==> src/rtl/spi_responder_pkg.sv <==
// Shared definitions for the SPI responder: FSM encoding and default word size.
package spi_responder_pkg;

  localparam int DEF_DATA_W = 8;

  typedef enum logic {
    IDLE  = 1'b0,
    SHIFT = 1'b1
  } spi_state_t;

endpackage

==> src/rtl/spi_sync_edge.sv <==
// Multi-flop synchronizer for one asynchronous SPI pin, with rise/fall
// detection on the synchronized value.
module spi_sync_edge #(
  parameter int STAGES = 2
) (
  input  logic clk,
  input  logic rst,
  input  logic din,
  output logic q,
  output logic rise,
  output logic fall
);

  logic [STAGES-1:0] sync;
  logic              prev;

  // Shift the raw pin through the chain; remember last synchronized level.
  always_ff @(posedge clk or posedge rst) begin
    if (rst) begin
      sync <= '0;
      prev <= 1'b0;
    end else begin
      sync <= {sync[STAGES-2:0], din};
      prev <= sync[STAGES-1];
    end
  end

  assign q    = sync[STAGES-1];
  assign rise = q & ~prev;
  assign fall = ~q & prev;

endmodule

==> src/rtl/spi_responder.sv <==
// SPI mode-0 responder: oversamples SCLK/CS_N/MOSI on CLK, shifts words in
// and out MSB first, and exposes valid/ready word interfaces on the CLK side.
module spi_responder
  import spi_responder_pkg::*;
#(
  parameter int DATA_W      = DEF_DATA_W,
  parameter int SYNC_STAGES = 2
) (
  input  logic              CLK,
  input  logic              RST,
  input  logic              SCLK,
  input  logic              CS_N,
  input  logic              MOSI,
  output logic              MISO,
  output logic [DATA_W-1:0] rx_data,
  output logic              rx_valid,
  input  logic              rx_ready,
  input  logic [DATA_W-1:0] tx_data,
  input  logic              tx_valid,
  output logic              tx_ready,
  output logic              rx_overrun,
  output logic              tx_underrun,
  output logic              frame_err
);

  localparam int CNT_W = $clog2(DATA_W);

  logic sclk_rise, sclk_fall, sclk_lvl_unused;
  logic cs_rise, cs_fall, cs_lvl_unused;
  logic mosi_q, mosi_rise_unused, mosi_fall_unused;

  spi_sync_edge #(.STAGES(SYNC_STAGES)) u_sclk (
    .clk(CLK), .rst(RST), .din(SCLK),
    .q(sclk_lvl_unused), .rise(sclk_rise), .fall(sclk_fall)
  );

  spi_sync_edge #(.STAGES(SYNC_STAGES)) u_cs (
    .clk(CLK), .rst(RST), .din(CS_N),
    .q(cs_lvl_unused), .rise(cs_rise), .fall(cs_fall)
  );

  spi_sync_edge #(.STAGES(SYNC_STAGES)) u_mosi (
    .clk(CLK), .rst(RST), .din(MOSI),
    .q(mosi_q), .rise(mosi_rise_unused), .fall(mosi_fall_unused)
  );

  spi_state_t        state, state_nxt;
  logic [CNT_W-1:0]  bit_cnt;
  logic [DATA_W-2:0] rx_shift;
  logic [DATA_W-1:0] rx_word;
  logic [DATA_W-1:0] tx_shift;
  logic [DATA_W-1:0] tx_hold;
  logic              tx_full;
  logic              start, in_shift, abort, word_done, reload;

  // Frame start, live shifting (an ending frame ignores SCLK), and word end.
  assign start     = (state == IDLE) && cs_fall;
  assign abort     = (state == SHIFT) && cs_rise;
  assign in_shift  = (state == SHIFT) && !cs_rise;
  assign word_done = in_shift && sclk_rise && (bit_cnt == CNT_W'(DATA_W-1));
  assign reload    = start || word_done;
  assign rx_word   = {rx_shift, mosi_q};

  assign tx_ready  = ~tx_full;
  assign MISO      = (state == SHIFT) & tx_shift[DATA_W-1];

  // State register.
  always_ff @(posedge CLK or posedge RST) begin
    if (RST) state <= IDLE;
    else     state <= state_nxt;
  end

  // Next state follows the synchronized chip select.
  always_comb begin
    state_nxt = state;
    case (state)
      IDLE:    if (cs_fall) state_nxt = SHIFT;
      SHIFT:   if (cs_rise) state_nxt = IDLE;
      default: state_nxt = IDLE;
    endcase
  end

  // Bit counter and receive shifter; an aborted frame drops its partial word.
  always_ff @(posedge CLK or posedge RST) begin
    if (RST) begin
      bit_cnt   <= '0;
      rx_shift  <= '0;
      frame_err <= 1'b0;
    end else begin
      frame_err <= 1'b0;
      if (start) bit_cnt <= '0;
      if (in_shift && sclk_rise) begin
        rx_shift <= rx_word[DATA_W-2:0];
        bit_cnt  <= word_done ? '0 : bit_cnt + CNT_W'(1);
      end
      if (abort) begin
        frame_err <= (bit_cnt != '0);
        bit_cnt   <= '0;
        rx_shift  <= '0;
      end
    end
  end

  // Received-word handoff; a completing word beats a same-cycle consume.
  always_ff @(posedge CLK or posedge RST) begin
    if (RST) begin
      rx_data    <= '0;
      rx_valid   <= 1'b0;
      rx_overrun <= 1'b0;
    end else begin
      rx_overrun <= 1'b0;
      if (word_done) begin
        rx_data    <= rx_word;
        rx_valid   <= 1'b1;
        rx_overrun <= rx_valid && !rx_ready;
      end else if (rx_valid && rx_ready) begin
        rx_valid <= 1'b0;
      end
    end
  end

  // Transmit holding register and shifter. After the last rising edge of a
  // word the counter is back at 0; the falling edge that follows is skipped so
  // the freshly reloaded MSB stays on MISO for the next word's first sample.
  always_ff @(posedge CLK or posedge RST) begin
    if (RST) begin
      tx_hold     <= '0;
      tx_full     <= 1'b0;
      tx_shift    <= '0;
      tx_underrun <= 1'b0;
    end else begin
      tx_underrun <= 1'b0;
      if (reload) begin
        tx_shift    <= tx_full ? tx_hold : '0;
        tx_underrun <= !tx_full;
        tx_full     <= 1'b0;
      end else if (in_shift && sclk_fall && bit_cnt != '0) begin
        tx_shift <= tx_shift << 1;
      end
      if (tx_valid && !tx_full) begin
        tx_hold <= tx_data;
        tx_full <= 1'b1;
      end
    end
  end

endmodule
==> config.mk <==
export PLATFORM = sky130hd
export DESIGN_NAME = spi_responder
export DESIGN_NICKNAME = d
export VERILOG_FILES = /design/src/rtl/spi_responder_pkg.sv /design/src/rtl/spi_sync_edge.sv /design/src/rtl/spi_responder.sv
export SDC_FILE = /design/constraint.sdc
export NUM_CORES = 1
export LEC_CHECK = 0
export CORE_MARGIN = 10
export CORE_UTILIZATION = 55
export CTS_BUF_LIST = sky130_fd_sc_hd__clkbuf_8
export DETAILED_ROUTE_END_ITERATION = 10
export PLACE_DENSITY = 0.87
export SLEW_MARGIN = 5
export SYNTH_ARGS = -nofsm -noshare
export SYNTH_HDL_FRONTEND = slang
export SYNTH_SLANG_ARGS = --single-unit
==> constraint.sdc <==
create_clock -name CLK -period 2.33 [get_ports CLK]
set_clock_uncertainty 0.2 [all_clocks]
set_input_delay 0.466 -clock CLK [delete_from_list [all_inputs] [get_ports CLK]]
set_output_delay 0.466 -clock CLK [all_outputs]
set_load 0.03 [all_outputs]
== Word-level counts from Yosys, hierarchy flattened ==
Index checks and enable logic that the tools add are counted.
Word-level totals
  output and inout port bits: 14
  flip-flop bits (word level): 48
  input port bits: 15
  word-level logic and storage cells: 68
Cells by class
  mux-type cells: 19
  equality and inequality tests: 1
  add/sub/neg operators: 1
  bitwise operators: 11
  reductions and logical operators: 20
Operators by type and width (number)
  2-to-1 mux 8 bit: 3
  2-to-1 mux 7 bit: 2
  2-to-1 mux 3 bit: 4
  logical AND 1 bit: 10
  2-to-1 mux 1 bit: 9
  nonzero test 2 bit: 4
  inverter 1 bit: 6
  nonzero test 3 bit: 2
  AND 1 bit: 5
  adder 3 x 1 -> 3 bit (second input constant): 1
  == test 3 bit (second input constant): 1
  zero test 1 bit: 3
  one-hot mux 1 bit (2 select lines): 1
  logical OR 1 bit: 1

== Depth between registers and ports, before layout ==
  depth after elaboration: 9
  mapped depth: 7
  mapped depth without buffers: 6

== By module ==
Synthesis repeated with hierarchy kept, for this count alone.
Unflattened totals
  cell total of the unflattened synthesis: 176
  area, all modules: 2098.3 um2
By module, submodules not included
  spi_responder: times used 1, cells an instance 158, area an instance 1816.7 um2, seq. area each 1001.0 um2
  spi_sync_edge: times used 3, cells an instance 6, area an instance 93.8 um2, seq. area each 75.1 um2

== Worst setup path before layout ==
OpenSTA, ideal clock, no wires.
  path type: reg2reg
  from: register bit_cnt[0]
  to: register rx_data[0]
  clock period less this slack: 1.818 ns
  data required time: 2.005 ns
  path buffers: 1
  stages on the path, launching flop included: 6
  arrival time: 1.493 ns
  setup slack: 0.512 ns
  library setup time: 0.125 ns
  path through: dfrtp_1 -> ha_1 -> ha_1 -> nand4_1 -> buf_2 -> mux2_2
Between the ends
  longest elaborated chain between the ends: 2
Ends and longest elaborated chain
  start: declaration: line spi_responder.sv:48  | logic [CNT_W-1:0] bit_cnt;
  start signal: assignment: line spi_responder.sv:94  | bit_cnt <= word_done ? '0 : bit_cnt + CNT_W'(1);
  == test 3 bit: line spi_responder.sv:60  | assign word_done = in_shift && sclk_rise && (bit_cnt == CNT_W'(DATA_W-1));
  logical AND 1 bit: line spi_responder.sv:60
  end signal: assignment: line spi_responder.sv:113  | rx_data <= rx_word;
  end: declaration: line spi_responder.sv:15  | output logic [DATA_W-1:0] rx_data,
Every way passes these cells.
A chain may end at the register's enable or synchronous reset.

== Final worst setup path ==
  from: register state
  to: output port MISO
Between the ends
  longest elaborated chain between the ends: 1
Ends and longest elaborated chain
  start: declaration: line spi_responder.sv:47  | spi_state_t state, state_nxt;
  start signal: assignment: line spi_responder.sv:70  | else state <= state_nxt;
  AND 1 bit: line spi_responder.sv:65  | assign MISO = (state == SHIFT) & tx_shift[DATA_W-1];
  end: declaration: line spi_responder.sv:14  | output logic MISO,
Every way passes these cells.

==> impl_metrics.tcl <==
set metrics [dict create \
    grt_pass1_wl_um 5609 \
    cts-root-buf "clkbuf_8" \
    maxSlewViolCount 0 \
    synth_cell_types 27 \
    final_antenna_net_count 0 \
    worst_hold_path.num_cells 0 \
    clockBufferDepth 2 \
    via_per_inst 5.142 \
    area_delta_synth_final_pct 22.41 \
    final.min_clock_period_ns 2.107 \
    io_buffers 28 \
    mostFrequentLayoutCell "dfrtp_1" \
    yosys.area.top_type "dfrtp_1" \
    fmax_mhz 474.7 \
    crit_required_ns 1.66 \
    hold_viol 0 \
    cpPeakStageDelay_ns 0.66 \
    cp_num_buf_inv 1 \
    synth_edf_count 0 \
    status "finished clean" \
    yosysWarnings 0 \
    grt_pass1_vias 1320 \
    core.rowCount 21 \
    cts.sinks 48 \
    gp_congestion 0.7595 \
    rsz0062_at_grt "false" \
    setup_viol 0 \
    syn-mean-instance-area_um2 12.25 \
    cts_tree "built" \
    timing.rr.start "bit_cnt[0]" \
    antenna_cells 0 \
    fin_util_pct 70.76 \
    ir_drop_mv 0.5446 \
    syn-num-nets 178 \
    ys_seq_area_share_pct 61.30 \
    cts-buffers-inserted 5 \
    mostFrequentLayoutCells "dfrtp_1 (48), clkdlybuf4s50_1 (27), nand2_1 (23)" \
    boundaryPins 29 \
    clk_latency_ns 0.30 \
    start_kind "flip-flop" \
    start_util_pct 57.81 \
    first_pass_iters 4 \
    rr_endpoint "tx_shift[5]" \
    reg2reg_slack_ns 0.37 \
    syn_area_um2 1959 \
    total_power_mw 2.038 \
    final_layout_size_suffix_gt1_share_pct 16.49 \
    die-width_um 79.69 \
    min_to "u_cs.sync[1]" \
    min_path_type "reg2reg" \
    wire_per_inst_um 13.94 \
    drt-initial-drc-count 93 \
    ys_async_sr_fraction_pct 100.0 \
    leakage_nw 1.178 \
    worst_pin_slew_ns 0.5105 \
    nFillCells 235 \
    tns_ns 0 \
    crit_path_max_fanout 2 \
    fin_crit_sh_pct 90.41 \
    clk_pin_slew_worst_paths_ns 0.08 \
    die_area_um2 6350 \
    h-tree-depth 2 \
    arrival_ns 1.44 \
    antenna_found_initial 0 \
    overflow 0 \
    multi_input_area_um2 671.9 \
    crit_type "reg2out" \
    cp_slowest_cell "clkdlybuf4s50_1" \
    dieHeight_um 79.69 \
    end_kind "primary output" \
    path_delay_family "buffers and inverters" \
    regArea_um2 1201 \
    postSynthCellCount 160 \
    hp-start "u_cs.sync[0]" \
    max_slew_margin_pct 65.97 \
    reg2reg_depth 6 \
    vias 1234 \
    nets 211 \
    coreArea_um2 3390 \
    grt.total_usage_pct 11.17 \
    synth-main-ff-cell "dfrtp_1" \
    power.density_nw_per_um2 849.8 \
    grt_max_degree 28 \
    hold_slack_ns 0.1524 \
    synthTopCellsByArea "dfrtp_1 (61%), mux2_2 (9.2%), mux2i_1 (4.6%)" \
    routed_wl_um 3345 \
    path_cells "and2_1 -> clkdlybuf4s50_1" \
    max-cap-violations 0 \
    drc 0 \
    ys_ff_latch 48 \
    yosysTopAreaCellShare_pct 61.30 \
    dp_hpwl_um 2589 \
]
-- power by group --
part | internal, mW | switching (mW) | leakage (nW)
logic | 0.235 | 0.202 | 0.509
registers | 1.00 | 0.115 | 0.616
clock network | 0.233 | 0.249 | 0.0538
-- cell usage after synthesis, types with 2 or more instances --
library cell and count:
a21oi_1 4, a22o_1 2, and3_1 4, buf_2 3
buf_6 2, clkbuf_1 3, dfrtp_1 48, ha_1 3
inv_1 10, mux2_2 16, mux2i_1 9, nand2_1 23
nand2b_1 2, nand4_1 2, nor2_1 6, nor2b_1 4
o21ai_0 8, or3_1 2
-- state kept, by name, indices dropped and copies added (netlist names), 2 cells and up --
| signal | count |
|---|---|
| tx_hold | 8 |
| bit_cnt | 3 |
| tx_shift | 8 |
| rx_shift | 7 |
| rx_data | 8 |
| u_cs.sync | 2 |
| u_mosi.sync | 2 |
| u_sclk.sync | 2 |
-- logic make-up after synthesis --
group,Yosys count,synth area share [%]
flip-flops,48,61.30
buffers and inverters,18,4.406
AO/OA/AOI/OAI,18,6.195
multiplexers,25,13.79
AND/OR/NAND/NOR,48,12.39
adder cells (fa/ha/maj),3,1.916
-- what timing repair did --
| item | 4_1_cts | 5_1_grt |
|---|---|---|
| hold buffers | 0 | 0 |
| setup endpoints to repair | 0 | 1 |
| gates resized for setup | 0 | 1 |
| buffers inserted | 0 | 0 |
-- stage by stage --
| step | area, um^2 | worst slack, ns | cells |
|---|---|---|---|
| final | 2399 | 0.2235 | 240 |
| after floorplan | 1959 | 0.5120 | 160 |
| after CTS | 2396 | 0.08349 | 240 |
| after global placement | 2306 | 0.4326 | 232 |
| after detailed placement | 2306 | 0.3871 | 232 |
| after global routing | 2399 | 0.1491 | 240 |
-- cell type report --
class / instances / area share (%)
sequential: 48 / 50.08
timing repair buffer: 34 / 14.19
inverter: 10 / 1.565
clock inverter: 2 / 0.3130
tap: 46 / 2.400
clock buffer: 6 / 3.443
multi-input combinational: 94 / 28.01
-- worst register-to-register path, delay by kind of cell, from the launching register on --
kind	cells	cell delay, ns
adder cells (fa/ha/maj)	1	0.19
flip-flops	1	0.41
buffers and inverters	1	0.06
AND/OR/NAND/NOR	4	0.98
-- per-layer routing --
metal	vias up	part of all wire [%]	track usage, %
li1	600	-	-
met3	3	6.6	5.068
met4	0	1.1	3.763
met1	598	42	12.14
met5	-	0	0
met2	33	50	18.85
-- worst max-delay path by stage --
stage	startpoint	to	slack (ns)	cells past startpoint
after floorplan	bit_cnt[0]	rx_data[0]	0.51	5
after global placement	tx_full	tx_ready	0.43	2
after detailed placement	bit_cnt[0]	tx_shift[5]	0.39	6
after CTS	tx_full	tx_ready	0.08	2
after global routing	state	MISO	0.15	2
final	state	MISO	0.22	2
(Power assumes the default switching activity.)
